**src/rtl/alu_pkg.sv**
```systemverilog
// Shared definitions for the ALU add/subtract datapath: opcode encodings
// and the result flag bundle.
package alu_pkg;

  localparam logic [1:0] OP_ADD = 2'b00;
  localparam logic [1:0] OP_SUB = 2'b01;
  localparam logic [1:0] OP_ADC = 2'b10;
  localparam logic [1:0] OP_SBB = 2'b11;

  typedef struct packed {
    logic cout;
    logic ovfl;
    logic zero;
    logic neg;
  } flags_t;

endpackage

```
**src/rtl/cla_group.sv**
```systemverilog
// One lookahead group: produces the group sum for both possible carry-ins
// plus group propagate/generate, so the final carry only selects a sum.
module cla_group #(
  parameter int GROUP = 4
) (
  input  logic [GROUP-1:0] a,
  input  logic [GROUP-1:0] b,
  output logic [GROUP-1:0] sum0,
  output logic [GROUP-1:0] sum1,
  output logic             p,
  output logic             g
);

  logic [GROUP-1:0] pb;
  logic [GROUP-1:0] gb;
  logic [GROUP:0]   c0;
  logic [GROUP:0]   c1;

  // Bit-level propagate/generate and in-group carries for cin=0 and cin=1.
  always_comb begin
    pb    = a ^ b;
    gb    = a & b;
    c0    = '0;
    c1    = '0;
    c1[0] = 1'b1;
    for (int i = 0; i < GROUP; i++) begin
      c0[i+1] = gb[i] | (pb[i] & c0[i]);
      c1[i+1] = gb[i] | (pb[i] & c1[i]);
    end
    sum0 = pb ^ c0[GROUP-1:0];
    sum1 = pb ^ c1[GROUP-1:0];
    p    = &pb;
    g    = c0[GROUP];
  end

endmodule

```
**src/rtl/cla_addsub_pipe.sv**
```systemverilog
// Pipelined carry-lookahead adder/subtractor (ADD/SUB/ADC/SBB) with optional
// signed saturation and carry/overflow/zero/negative flags. STAGES=2 splits
// the datapath after the per-group sums; STAGES=1 registers only the result.
module cla_addsub_pipe
  import alu_pkg::*;
#(
  parameter int WIDTH  = 16,
  parameter int GROUP  = 4,
  parameter int STAGES = 2
) (
  input  logic             clk,
  input  logic             rst_n,
  input  logic             in_valid,
  output logic             in_ready,
  input  logic [WIDTH-1:0] in_a,
  input  logic [WIDTH-1:0] in_b,
  input  logic [1:0]       in_op,
  input  logic             in_cin,
  input  logic             in_sat,
  output logic             out_valid,
  input  logic             out_ready,
  output logic [WIDTH-1:0] out_result,
  output logic             out_cout,
  output logic             out_ovfl,
  output logic             out_zero,
  output logic             out_neg
);

  localparam int NG  = WIDTH / GROUP;
  localparam int MSB = WIDTH - 1;
  // Group sums (both carry variants), group P/G, cin, operand MSBs, sat.
  localparam int SW  = 2 * WIDTH + 2 * NG + 4;

  logic [WIDTH-1:0] b_eff;
  logic             cin_eff;

  // Operand B conditioning and effective carry-in by opcode.
  always_comb begin
    b_eff   = in_b;
    cin_eff = 1'b0;
    case (in_op)
      OP_ADD: begin b_eff = in_b;  cin_eff = 1'b0;   end
      OP_SUB: begin b_eff = ~in_b; cin_eff = 1'b1;   end
      OP_ADC: begin b_eff = in_b;  cin_eff = in_cin; end
      OP_SBB: begin b_eff = ~in_b; cin_eff = in_cin; end
      default: begin b_eff = in_b; cin_eff = 1'b0;   end
    endcase
  end

  logic [WIDTH-1:0] grp_sum0;
  logic [WIDTH-1:0] grp_sum1;
  logic [NG-1:0]    grp_p;
  logic [NG-1:0]    grp_g;

  for (genvar k = 0; k < NG; k++) begin : g_grp
    cla_group #(.GROUP(GROUP)) u_grp (
      .a    (in_a[k*GROUP +: GROUP]),
      .b    (b_eff[k*GROUP +: GROUP]),
      .sum0 (grp_sum0[k*GROUP +: GROUP]),
      .sum1 (grp_sum1[k*GROUP +: GROUP]),
      .p    (grp_p[k]),
      .g    (grp_g[k])
    );
  end

  logic [SW-1:0] stage_in;
  logic [SW-1:0] stage_rs;
  assign stage_in = {grp_sum0, grp_sum1, grp_p, grp_g, cin_eff, in_a[MSB], b_eff[MSB], in_sat};

  // in_ready stays low in reset and for the first cycle after release.
  logic init_q;
  logic init_d;
  assign init_d = 1'b1;

  // Reset-release tracker for in_ready.
  always_ff @(posedge clk or negedge rst_n) begin
    if (!rst_n) init_q <= 1'b0;
    else        init_q <= init_d;
  end

  logic   out_valid_q, out_valid_d;
  logic   out_stage_rdy;
  logic   rs_valid;
  assign out_stage_rdy = !out_valid_q || out_ready;

  if (STAGES == 2) begin : g_two
    logic          s1_valid_q, s1_valid_d;
    logic [SW-1:0] s1_data_q, s1_data_d;
    logic          s1_rdy;

    assign s1_rdy   = !s1_valid_q || out_stage_rdy;
    assign in_ready = init_q && s1_rdy;
    assign stage_rs = s1_data_q;
    assign rs_valid = s1_valid_q;

    // Stage 1 load/hold: capture group results when the stage can advance.
    always_comb begin
      s1_valid_d = s1_valid_q;
      s1_data_d  = s1_data_q;
      if (in_ready) begin
        s1_valid_d = in_valid;
        if (in_valid) s1_data_d = stage_in;
      end
    end

    // Stage 1 registers.
    always_ff @(posedge clk or negedge rst_n) begin
      if (!rst_n) begin
        s1_valid_q <= 1'b0;
        s1_data_q  <= '0;
      end else begin
        s1_valid_q <= s1_valid_d;
        s1_data_q  <= s1_data_d;
      end
    end
  end else begin : g_one
    assign in_ready = init_q && out_stage_rdy;
    assign stage_rs = stage_in;
    assign rs_valid = in_valid && in_ready;
  end

  logic [WIDTH-1:0] rs_sum0, rs_sum1;
  logic [NG-1:0]    rs_p, rs_g;
  logic             rs_cin, rs_a_msb, rs_b_msb, rs_sat;
  assign {rs_sum0, rs_sum1, rs_p, rs_g, rs_cin, rs_a_msb, rs_b_msb, rs_sat} = stage_rs;

  logic [NG:0]      carry;
  logic [WIDTH-1:0] raw_sum;
  logic [WIDTH-1:0] res;
  logic             ovfl;
  flags_t           fl;

  // Group carry lookahead, sum selection, overflow, saturation and flags.
  always_comb begin
    carry    = '0;
    carry[0] = rs_cin;
    for (int k = 0; k < NG; k++) begin
      carry[k+1] = rs_g[k] | (rs_p[k] & carry[k]);
    end
    raw_sum = '0;
    for (int k = 0; k < NG; k++) begin
      raw_sum[k*GROUP +: GROUP] = carry[k] ? rs_sum1[k*GROUP +: GROUP]
                                           : rs_sum0[k*GROUP +: GROUP];
    end
    ovfl = (rs_a_msb == rs_b_msb) && (raw_sum[MSB] != rs_a_msb);
    res  = raw_sum;
    if (rs_sat && ovfl) begin
      res = rs_a_msb ? {1'b1, {(WIDTH-1){1'b0}}} : {1'b0, {(WIDTH-1){1'b1}}};
    end
    fl.cout = carry[NG];
    fl.ovfl = ovfl;
    fl.zero = (res == '0);
    fl.neg  = res[MSB];
  end

  logic [WIDTH-1:0] out_result_q, out_result_d;
  flags_t           out_flags_q, out_flags_d;

  // Output stage load/hold; data is frozen while the consumer stalls.
  always_comb begin
    out_valid_d  = out_valid_q;
    out_result_d = out_result_q;
    out_flags_d  = out_flags_q;
    if (out_stage_rdy) begin
      out_valid_d = rs_valid;
      if (rs_valid) begin
        out_result_d = res;
        out_flags_d  = fl;
      end
    end
  end

  // Output registers.
  always_ff @(posedge clk or negedge rst_n) begin
    if (!rst_n) begin
      out_valid_q  <= 1'b0;
      out_result_q <= '0;
      out_flags_q  <= '0;
    end else begin
      out_valid_q  <= out_valid_d;
      out_result_q <= out_result_d;
      out_flags_q  <= out_flags_d;
    end
  end

  assign out_valid  = out_valid_q;
  assign out_result = out_result_q;
  assign out_cout   = out_flags_q.cout;
  assign out_ovfl   = out_flags_q.ovfl;
  assign out_zero   = out_flags_q.zero;
  assign out_neg    = out_flags_q.neg;

endmodule

```
**config.mk**
```make
export PLATFORM = sky130hd
export DESIGN_NAME = cla_addsub_pipe
export DESIGN_NICKNAME = d
export VERILOG_FILES = /design/src/rtl/alu_pkg.sv /design/src/rtl/cla_group.sv /design/src/rtl/cla_addsub_pipe.sv
export SDC_FILE = /design/constraint.sdc
export NUM_CORES = 1
export LEC_CHECK = 0
export CAP_MARGIN = 20
export CELL_PAD_IN_SITES_DETAIL_PLACEMENT = 0
export CELL_PAD_IN_SITES_GLOBAL_PLACEMENT = 2
export CORE_MARGIN = 5
export CORE_UTILIZATION = 38
export CTS_BUF_LIST = sky130_fd_sc_hd__clkbuf_2 sky130_fd_sc_hd__clkbuf_4 sky130_fd_sc_hd__clkbuf_8
export CTS_CLUSTER_DIAMETER = 80
export DETAILED_ROUTE_END_ITERATION = 12
export PLACE_DENSITY = 0.91
export REMOVE_ABC_BUFFERS = 1
export SKIP_CTS_REPAIR_TIMING = 1
export SLEW_MARGIN = 20
export SYNTH_ARGS = -nofsm -noshare
export SYNTH_HDL_FRONTEND = slang
export SYNTH_SLANG_ARGS = --single-unit
```
**constraint.sdc**
```tcl
create_clock -name clk -period 3.03 [get_ports clk]
set_input_delay 0.909 -clock clk [delete_from_list [all_inputs] [get_ports clk]]
set_output_delay 0.909 -clock clk [all_outputs]
set_load 0.01 [all_outputs]
```
== After elaboration in Yosys (flattened, before gate mapping) ==
Index checks and enable logic that the tools add are counted.
Widths: inputs -> output; s select.
Storage, ports and cells
  register bits: 67
  input bits: 40
  output and inout bits: 22
  logic and storage cells: 109
Operators by class
  equality and inequality tests: 5
  mux-type cells: 8
  bitwise logic cells: 69
  reduce and logical (&&, ||, !) cells: 18
Operators with widths (number)
  $xor 4x4->4: 12
  $mux 16: 2
  $pmux 16 s2: 1
  $or 1x1->1: 28
  $and 1x1->1: 24
  $and 4x4->4: 4
  $logic_not 16->1: 1
  $mux 4: 4
  $not 16->16: 1
  $reduce_and 4->1: 4
  $reduce_or 2->1: 3
  $eq 2x2->1 const B: 2
  $reduce_and 2->1: 2
  $logic_and 1x1->1: 3
  $pmux 1 s3: 1
  $eq 2x1->1 const B: 1
  $logic_not 1->1: 2
  $logic_not 2->1: 1
  $logic_or 1x1->1: 2
  $eq 1x1->1: 1
  $ne 1x1->1: 1

== Longest topological paths before layout ==
  word-level depth: 12
  mapped depth: 11
  depth with buffers taken out: 9

== By module ==
Synthesis repeated with hierarchy kept, for this count alone.
Second synthesis, totals
  cell total of the unflattened synthesis: 342
  area total of the unflattened synthesis: 3947.5 um2
By module, submodules not included
  cla_addsub_pipe: instances 1, cells each 258, area each 3091.7 um2, seq. area each 1651.6 um2
  cla_group: instances 4, cells each 21, area each 214.0 um2, seq. area each 0.0 um2

== Least setup slack after synthesis ==
Ideal clock, no wire load.
  path type: input -> register
  start point: input port in_op[0]
  end point: register g_two.s1_data_q[31]
  setup time: 0.117 ns
  data arrival time: 3.244 ns
  data required time: 2.913 ns
  slack: -0.331 ns
  cell stages on the path: 11
  buffers on the path: 2
  cell sequence: clkbuf_1 > clkbuf_1 > xor2_1 > ha_1 > fa_1 > inv_1 > fa_1 > inv_1 > fa_1 > nand2_1 > nand2_1
On the way
  cells in the longest elaborated chain, start to end: 9
  elaborated cells between the ends (all ways): 14
  those cells by class: eq/ne: 3; mux: 1; bitwise: 7; reduce/logical: 3
Ends and longest elaborated chain
  start: declaration: RTL line cla_addsub_pipe.sv:17  | input logic [1:0] in_op,
  $eq 2x2->1 (tied with other cells): RTL line cla_addsub_pipe.sv:41  | case (in_op)
  $reduce_or 2->1 (no line)
  $pmux 16 s2 (*): RTL line cla_addsub_pipe.sv:41
  $xor 4x4->4 or $and 4x4->4 (tied branches): RTL line cla_group.sv:21, cla_group.sv:22
  $and 1x1->1: RTL line cla_group.sv:27  | c0[i+1] = gb[i] | (pb[i] & c0[i]);
  $or 1x1->1: RTL line cla_group.sv:27
  $and 1x1->1: RTL line cla_group.sv:27
  $or 1x1->1: RTL line cla_group.sv:27
  $xor 4x4->4 (*): RTL line cla_group.sv:30  | sum0 = pb ^ c0[GROUP-1:0];
  net g_grp[0].u_grp.sum0[3]: RTL line cla_group.sv:8  | output logic [GROUP-1:0] sum0,
  end signal: assignment: RTL line cla_addsub_pipe.sv:113  | s1_data_q <= s1_data_d;
  end: declaration: RTL line cla_addsub_pipe.sv:88  | logic [SW-1:0] s1_data_q, s1_data_d;
The timed path passes the listed nets; every way through them passes the cells marked *.
A chain may end at the register's enable or synchronous reset.

== Worst setup path in the final report ==
Same ends and word-level chain as after synthesis.

==> impl_results.md <==
* Gate power share at between 30 and 40%
* Post-route cell area at just under 5000 sq um
* First-pass GRT wire length at 13.9 mm
* Syn. warnings at 0
* Vias/cell at 4.72
* GP Congestion at 0.792
* Flip-flop and latch count after synthesis at 66
* Top cells by instance count after synthesis: 90 x nand2_1, 66 x dfrtp_1, 33 x inv_1, 26 x o21ai_0
* Setup violations, final at 0
* Die height at 110 um
* Headroom to the max-slew limit at 45.8%
* Die width at 110 um
* Mean Syn Cell Area at 10.0 sq um
* Hpwl dp at 6.27 mm
* Critical path class: in2reg
* Fin nets at between 500 and 600
* Fin. Hold Viols at 0
* Initial antenna violation count at 0
* # port buffers at between 60 and 70
* Slew @ Worst Pin at 812 ps
* Unique masters post-synth at 35
* Data required time of the worst path at 3260 ps
* DR WL/cell at 13.8 um
* Crit path from: in_op[0]
* Unrepaired setup endpoints after global routing: true
* Sw Pwr at 1070 uW
* Final ANT Viol Nets at 0
* # rows at 36
* Crit path time final at 2960 ps
* TritonCTS clock tree: built
* Hold path startpoint: g_two.s1_data_q[7]
* Fillers at 944
* Crit start category: input pin
* DRT iter0 DRCs at 108
* Placed Area at 4660 sq um
* Pin count of the biggest net entering global routing at 64
* All-Layer GR Usage at 14.9%
* R2R setup slack at 520 ps
* Initial Util at about two fifths
* Mapped Cells at 378
* Post-synth EDFFs at 0
* Synthesized cell area at around 3800 sq um
* Ys async rst share at 100%
* Layout cell share with drive strength beyond 1 at 11.5%
* Yosys top cell area share at a little over two fifths
* Sequential area share after synthesis at 43.6%
* Hold endpoint: g_two.s1_data_q[7]
* CP Capture Type: register
* Static Leak at 0.00235 uW
* Cell with the most instances after synthesis: nand2_1
* TritonCTS Buffers at 9
* Critical Path Fanout Max at 13
* Total grt overflow at 0
* RR Startpoint: g_two.s1_data_q[3]
* Ant. Diodes at 0
* Cell count of the worst reg-to-reg path at 7
* I/O Pins at 62
* Routed wire length at 8.20 mm
* Worst reg2reg endpoint: out_result[1]
* Vias in the first global route at 2863
* Die area at between 10000 and 15000 sq um
* Final Max Slew Viols at 0
* Clock Latency Late Sink at about 340 ps
* Pre-Repair DR Iteration Count at 4
* MaxCap Viol Count at 0
* CTS clk-pin slew, worst paths at 70 ps
* Worst min-delay path category: reg2reg
* Flop pwr share at approximately two fifths
* H-tree depth at 3
* CORE AREA at 9730 sq um
* Achievable Freq at between 300 and 400 MHz
* Num Clock Sinks at 66
* Max VDD drop at 0.290 mV
* Sw Ratio at 33.4%
* Setup Skew at 8.05 ps
* Synth area leaders: dfrtp_1 44%, fa_1 11%, nand2_1 8.9%
* Drt drc at 0
* Clock root buffer: clkbuf_8
* Routed vias at between 2000 and 3000
* Clock network power share at 22.8%
* Period utilization at 97.6%
* Final Power at about 3200 uW
* P_int at roughly 2100 uW
* Hold path cells at 2
* Power Density at around 650 nW/um^2
* Arrival time at the worst endpoint at 3190 ps
* Status: finished clean
* Main synth FF type: dfrtp_1
* Layout area overhead at 30.1%
* Clock tree buffer depth at 2
* Area leader, netlist: dfrtp_1
-- cell type report --
cell class,instances,area [sq um],share of cell area (%)
clock inverter,6,67.6,1.37
timing repair buffer,84,818,16.6
tap,133,166,3.38
sequential,66,1650,33.5
multi-input combinational,262,1970,40.0
clock buffer,10,131,2.66
inverter,33,124,2.51
-- cell families after synthesis --
kind of cell / after synthesis / share of synthesized area [%]
simple gates: 123 / 13.2
flops: 66 / 43.6
compound gates: 62 / 11.0
buf+inv: 50 / 5.48
fa+ha+maj: 40 / 17.2
xor+xnor: 20 / 4.62
mux: 16 / 4.92
other cells: 1 / 0.0989
-- worst max path at each step --
| stage | endpoint | slack (ps) | depth (start not counted) |
|---|---|---|---|
| finish | g_two.s1_data_q[31] | 70 | 11 |
| global route | g_two.s1_data_q[31] | -20 | 11 |
| CTS | in_ready | -40 | 4 |
| detailed placement | g_two.s1_data_q[31] | -310 | 11 |
| global placement | g_two.s1_data_q[31] | -250 | 11 |
| floorplan | g_two.s1_valid_q | 440 | 4 |
-- state kept, by name, summed over array words and instances (netlist names) --
| name | flops |
|---|---|
| out_ovfl | 1 |
| out_result | 16 |
| out_valid | 1 |
| out_cout | 1 |
| g_two.s1_data_q | 44 |
| g_two.s1_valid_q | 1 |
| init_q | 1 |
| out_zero | 1 |
-- through the flow --
stage	TNS [ps]	hold WS (ps)	setup WS [ps]	std cells	util [%]
6_report	0	477	71.6	594	50.7
5_1_grt	-52.2	496	-21.3	594	50.7
4_1_cts	-35.9	484	-35.9	590	49.9
3_5_place_dp	-4000	466	-314	574	47.9
3_3_place_gp	-3010	459	-249	574	47.9
2_1_floorplan	0	445	443	361	-
-- per-layer routing --
layer / vias up / part of all wire [%] / track usage (%)
met5: - / 0 / 0
met1: 1343 / 45 / 20.7
met4: 0 / 1.6 / 5.52
li1: 1387 / - / -
met2: 64 / 49 / 23.5
met3: 9 / 4.9 / 2.52
-- placed cells by master (no fill, tap or decap), types with 2 or more instances in the layout --
| master | synthesis | final |
|---|---|---|
| o22a_1 | 15 | 15 |
| nand2b_1 | 2 | 2 |
| nand2_1 | 90 | 90 |
| nand3_1 | 2 | 2 |
| a21o_1 | 2 | 2 |
| and2_1 | 2 | 2 |
| o21ai_0 | 26 | 26 |
| buf_12 | 0 | 3 |
| nor2_1 | 17 | 17 |
| a21oi_1 | 10 | 10 |
| dfrtp_1 | 66 | 66 |
| nor4_1 | 3 | 3 |
| clkdlybuf4s50_1 | 0 | 59 |
| nand4_1 | 5 | 5 |
| clkbuf_8 | 0 | 9 |
| mux2i_4 | 2 | 2 |
| fa_1 | 20 | 20 |
| xor2_1 | 20 | 15 |
| clkinv_4 | 0 | 2 |
| clkinvlp_4 | 0 | 2 |
| mux2i_1 | 13 | 13 |
| ha_1 | 20 | 19 |
| inv_1 | 33 | 33 |
| buf_4 | 1 | 20 |
| xor2_2 | 0 | 5 |
-- critical path, cell delays in order --
cell             delay (ps)
clkdlybuf4s50_1         500
buf_12                  170
xor2_1                  190
ha_1                    210
fa_1                    170
inv_1                    60
fa_1                    380
inv_1                    80
fa_1                    410
nand2_1                  70
nand2_1                  40
-- power groups by stage --
stage	Sequential, uW	Combinational [uW]	Clock, uW
floorplan	1360	567	0
global placement	1340	1130	0
detailed placement	1350	1160	0
CTS	1330	1160	750
global route	1360	1290	799
finish	1330	1150	731
Note: power is estimated with default switching activity, not from simulation.
